**src/rtl/regfile_pkg.sv**
```systemverilog
// Shared defaults and types for the register file with
// pending-write scoreboard.
package regfile_pkg;

  localparam int DATA_W = 32;
  localparam int ADDR_W = 5;
  localparam int CNT_W  = 2;

  localparam int REG_ZERO = 0;

  typedef logic [ADDR_W-1:0] reg_addr_t;

endpackage

```
**src/rtl/regfile_rd_port.sv**
```systemverilog
// One read port: array mux, write bypass compare
// and scoreboard busy lookup.
module regfile_rd_port
  import regfile_pkg::*;
#(
  parameter int DATA_W = regfile_pkg::DATA_W,
  parameter int ADDR_W = regfile_pkg::ADDR_W,
  parameter int CNT_W  = regfile_pkg::CNT_W,
  parameter int BYPASS = 1
) (
  input  logic [ADDR_W-1:0] rd_addr,
  input  logic              wr_en,
  input  logic [ADDR_W-1:0] wr_addr,
  input  logic [DATA_W-1:0] wr_data,
  input  logic [DATA_W-1:0] mem [2**ADDR_W],
  input  logic [CNT_W-1:0]  cnt [2**ADDR_W],
  output logic [DATA_W-1:0] rd_data,
  output logic              rd_busy
);

  logic nz;
  logic hit;
  logic [CNT_W-1:0] c;

  always_comb begin
    nz  = rd_addr != ADDR_W'(REG_ZERO);
    hit = (BYPASS != 0) && wr_en
        && (wr_addr == rd_addr) && nz;
    c   = cnt[rd_addr];
    rd_data = '0;
    if (nz) begin
      rd_data = hit ? wr_data : mem[rd_addr];
    end
    // last producer retiring this cycle is already visible
    rd_busy = nz && (c != '0)
            && !(hit && (c == CNT_W'(1)));
  end

endmodule

```
**src/rtl/regfile_scoreboard.sv**
```systemverilog
// Multi-read-port register file with optional write
// bypass and per-register pending-write counters.
module regfile_scoreboard
  import regfile_pkg::*;
#(
  parameter int DATA_W = regfile_pkg::DATA_W,
  parameter int ADDR_W = regfile_pkg::ADDR_W,
  parameter int N_RD   = 2,
  parameter int BYPASS = 1,
  parameter int CNT_W  = regfile_pkg::CNT_W
) (
  input  logic                   clk,
  input  logic                   rst,
  input  logic                   wr_en,
  input  logic [ADDR_W-1:0]      wr_addr,
  input  logic [DATA_W-1:0]      wr_data,
  input  logic [N_RD*ADDR_W-1:0] rd_addr,
  output logic [N_RD*DATA_W-1:0] rd_data,
  output logic [N_RD-1:0]        rd_busy,
  input  logic                   iss_en,
  input  logic [ADDR_W-1:0]      iss_addr,
  output logic                   iss_ready,
  output logic                   err_underflow
);

  localparam int DEPTH = 2**ADDR_W;
  localparam logic [CNT_W-1:0] CNT_MAX = '1;
  localparam logic [ADDR_W-1:0] ZERO = ADDR_W'(REG_ZERO);

  logic [DATA_W-1:0] mem_q [DEPTH];
  logic [DATA_W-1:0] mem_d [DEPTH];
  logic [CNT_W-1:0]  cnt_q [DEPTH];
  logic [CNT_W-1:0]  cnt_d [DEPTH];
  logic              err_q;
  logic              err_d;

  // a retiring write frees a slot in the same cycle
  always_comb begin
    iss_ready = !((iss_addr != ZERO)
              && (cnt_q[iss_addr] == CNT_MAX)
              && !(wr_en && (wr_addr == iss_addr)));
  end

  always_comb begin
    logic inc;
    logic dec;
    mem_d = mem_q;
    cnt_d = cnt_q;
    err_d = err_q;
    inc   = 1'b0;
    dec   = 1'b0;
    if (wr_en && (wr_addr != ZERO)) begin
      mem_d[wr_addr] = wr_data;
    end
    for (int r = 1; r < DEPTH; r++) begin
      inc = iss_en && iss_ready
          && (iss_addr == ADDR_W'(r));
      dec = wr_en && (wr_addr == ADDR_W'(r));
      if (inc && !dec) begin
        cnt_d[ADDR_W'(r)] = cnt_q[ADDR_W'(r)] + 1'b1;
      end else if (dec && !inc) begin
        if (cnt_q[ADDR_W'(r)] == '0) begin
          err_d = 1'b1;
        end else begin
          cnt_d[ADDR_W'(r)] = cnt_q[ADDR_W'(r)] - 1'b1;
        end
      end
    end
  end

  always_ff @(posedge clk) begin
    if (rst) begin
      mem_q <= '{default: '0};
      cnt_q <= '{default: '0};
      err_q <= 1'b0;
    end else begin
      mem_q <= mem_d;
      cnt_q <= cnt_d;
      err_q <= err_d;
    end
  end

  assign err_underflow = err_q;

  for (genvar p = 0; p < N_RD; p++) begin : g_rd
    regfile_rd_port #(
      .DATA_W (DATA_W),
      .ADDR_W (ADDR_W),
      .CNT_W  (CNT_W),
      .BYPASS (BYPASS)
    ) u_rd (
      .rd_addr (rd_addr[p*ADDR_W +: ADDR_W]),
      .wr_en   (wr_en),
      .wr_addr (wr_addr),
      .wr_data (wr_data),
      .mem     (mem_q),
      .cnt     (cnt_q),
      .rd_data (rd_data[p*DATA_W +: DATA_W]),
      .rd_busy (rd_busy[p])
    );
  end

endmodule

```
**config.mk**
```make
export PLATFORM = sky130hd
export DESIGN_NAME = regfile_scoreboard
export DESIGN_NICKNAME = d
export VERILOG_FILES = /design/src/rtl/regfile_pkg.sv /design/src/rtl/regfile_rd_port.sv /design/src/rtl/regfile_scoreboard.sv
export SDC_FILE = /design/constraint.sdc
export NUM_CORES = 2
export LEC_CHECK = 0
export CORE_MARGIN = 2
export CORE_UTILIZATION = 60
export DETAILED_ROUTE_END_ITERATION = 12
export PLACE_DENSITY = 0.77
export SLEW_MARGIN = 10
export SYNTH_ARGS = -nofsm -noshare
export SYNTH_HDL_FRONTEND = slang
export SYNTH_SLANG_ARGS = --single-unit
```
**constraint.sdc**
```tcl
create_clock -name clk -period 4.55 [get_ports clk]
set_input_delay 0.455 -clock clk [delete_from_list [all_inputs] [get_ports clk]]
set_output_delay 0.455 -clock clk [all_outputs]
set_load 0.005 [all_outputs]
```
==> run_results.csv <==
group,metric,value,unit
sta,period_needed,4.40,ns
sta,setup_viol_count_final,0,
floorplan,dieArea,0.0941,sq mm
synth,synth.top_cell.area_share,0.384,
grt,grt-ovfl-total,0,
run,drv_cap,0,
clock_network,h-tree-depth,3,
drt,drt_wl_total,201,mm
min_path,hold_class,"in2reg",
synth,post_synth_instance_area,0.0550,sq mm
synth,synth_area_leaders,"dfxtp_1 38%, mux4_2 22%, nand2_1 14%, a21oi_1 9.7%, clkbuf_1 2.7%",
power_and_ir_drop,p_clk_frac,0.452,
power_and_ir_drop,pwr-share-comb,0.090,
power_and_ir_drop,leakagePower,19.6,nW
sta,timing.final.crit_share,0.968,
setup_path,cp.arrival,3.95,ns
power_and_ir_drop,ir_worst_vdd,0.000348,V
sta,hold_violations,0,
layout,drive_gt1_frac,0.166,
grt,grt_max_degree,137,
placed_design,numPortBuffers,123,
sta,fin_tns_setup,0,ns
placed_design,dpl.hpwl,123,mm
floorplan,core_area,0.0912,sq mm
drt,wire_per_inst,27.5,um
clock_network,postCtsSetupRepairBufs,0,
clock_network,cts.sinks,1055,
drt,num_vias,50600,
placed_design,dp_cells,7112,
sta,rsz0062_at_grt,"no",
power_and_ir_drop,internal_power,15.3,mW
layout,final_nets,6122,
clock_network,clk_latency,0.70,ns
layout,fill_cells,6992,
floorplan,initial_core_util,0.603,
outcome,outcome,"completed",
clock_network,clockRootBuffer,"clkbuf_16",
synth,synth-async-reset-ratio,0,
clock_network,clkTransAtPathRegs,0.06,ns
grt,grt_pass1_wl,297,mm
drt,antenna_left,0,
placed_design,gp_congestion,0.994,
power_and_ir_drop,p_sw_frac,0.252,
setup_path,worstPathMaxFanout,14,
synth,synth_area_leader_cell,"dfxtp_1",
grt,grt_pass1_vias,47800,
sta,drv_slew,0,
setup_path,cp-end-kind,"primary output",
grt,grt_usage,0.418,
synth,avgSynthCellArea,8.82,sq um
synth,synth_edf_count,0,
setup_path,crit_type,"in2out",
floorplan,io_pins,124,
power_and_ir_drop,p_sw,5.15,mW
clock_network,hold_buffers,0,
synth,syn_nets,6323,
sta,max_freq,227,MHz
clock_network,clockBufferDepth,3,
layout,area_delta_synth_final,10.0,%
synth,synth_warnings,0,
synth,synthTopCellsByCount,"2087 x nand2_1, 1069 x a21oi_1, 1055 x dfxtp_1, 539 x mux4_2, 390 x clkbuf_1",
synth,synth.distinct_cells,59,
clock_network,cts_tree,"built",
floorplan,die_height,307,um
drt,drc,0,
sta,finalClockSkew,0.0158,ns
setup_path,startpoint_type,"input port",
power_and_ir_drop,seqPwrFrac,0.458,
sta,maxSlewHeadroom,0.266,
drt,vias_per_cell,6.91,
floorplan,fp-row-count,111,
floorplan,die_w,307,um
synth,yosys.cell_count.top_type,"nand2_1",
setup_path,worst_ep_required_time,4.09,ns
layout,seq_area,0.0211,sq mm
clock_network,cts_resized,0,
synth,ys_seq_elements,1055,
sta,tightestPinTransition,1.10,ns
synth,synth_cells,6237,
synth,synth_seq_area_share,0.384,
drt,dr.pass1.iters,6,
layout,multi_input_comb_area,0.0310,sq mm
grt,antenna_found_initial,6,
clock_network,cts_buffers,108,
power_and_ir_drop,powerDensity,337,mW/mm^2
drt,drt_iter0_markers,8472,
synth,synth_flop_cell,"dfxtp_1",
layout,instances_no_fill,7312,
cell usage in the layout (no fill, tap or decap), drive strengths merged, types with 4 or more instances in the layout:
cell,netlist,layout
ha,30,30
a2111oi,4,4
nand3b,4,4
nor3b,18,18
clkbuf,408,162
bufinv,0,7
a22oi,77,77
o221ai,16,16
nand3,15,15
a211oi,7,7
clkdlybuf4s50,0,114
xor2,4,4
o311a,30,30
buf,241,224
o21ai,51,51
a211o,5,5
diode,0,4
mux2,32,32
mux2i,44,44
nor4,4,4
clkinv,0,20
o22ai,50,50
nor2,196,196
inv,21,26
mux4,540,540
xnor2,9,9
or3,8,8
nand2b,13,13
nand2,2087,2087
nor4b,13,13
a21oi,1069,1069
a32o,18,18
dfxtp,1055,1055
a31oi,9,9
nor3,56,56
or2,8,8
nor2b,72,72
path summary, 6_finish.rpt:
kind	from	end	slack, ns	cells after the start
worst min-delay path	rst	cnt_q[56]	0.34	2
worst max-delay path	rd_addr[2]	rd_data[22]	0.15	9
worst min register to register	mem_q[6]	mem_q[6]	0.46	2
worst max register to register	cnt_q[44]	err_underflow	1.41	10
routing by layer:
layer	up-vias	GRT usage	part of all wire
met1	24000	0.544	0.34
met3	956	0.164	0.18
li1	21400	-	-
met5	-	0	0.00046
met4	13	0.234	0.064
met2	4231	0.594	0.42
final cells by class:
type | instances | area share
tap | 1186 | 0.0245
sequential | 1055 | 0.349
clock buffer | 162 | 0.0540
antenna | 4 | 0.000165
multi-input combinational | 4512 | 0.512
timing repair buffer | 338 | 0.0527
clock inverter | 34 | 0.00647
inverter | 21 | 0.00134
power groups by stage:
stage / registers [mW] / logic (mW) / clock network (mW)
CTS: 9.35 / 1.76 / 9.22
floorplan: 9.54 / 1.14 / 0
global route: 9.35 / 1.88 / 9.59
global placement: 9.55 / 1.74 / 0
detailed placement: 9.55 / 1.76 / 0
finish: 9.35 / 1.84 / 9.24
per-stage QoR:
step | power, mW | utilization | hold WS, ns | setup WS (ns) | instance area (sq um)
finish | 20.4 | 0.664 | 0.336 | 0.148 | 60500
floorplan | 10.7 | - | 0.443 | 1.57 | 55000
global placement | 11.3 | 0.623 | 0.448 | 0.581 | 56900
detailed placement | 11.3 | 0.623 | 0.456 | 0.559 | 56900
CTS | 20.3 | 0.663 | 0.338 | 0.557 | 60500
global route | 20.8 | 0.663 | 0.399 | 0.243 | 60500
cell families after synthesis:
group / count (synthesis) / synth area share
DFF: 1055 / 0.384
buffers and inverters: 670 / 0.0556
muxes: 616 / 0.236
AOI/OAI and AO/OA: 1345 / 0.134
xor gates and xnor gates: 13 / 0.00207
and+or+nand+nor: 2508 / 0.182
adders and majority gates: 30 / 0.00682
registers in the layout (all words and copies together) (netlist names):
register       count
cnt_q             30
err_underflow      1
mem_q           1024
worst max-delay path, stage by stage:
cell             delay, ns
clkdlybuf4s50_1       0.74
buf_4                 0.35
nor2_1                0.22
buf_4                 0.30
a22oi_1               0.10
a21oi_1               0.33
nor3_1                0.09
nor3_1                0.69
clkdlybuf4s50_1       0.65
(Power assumes the default switching activity.)
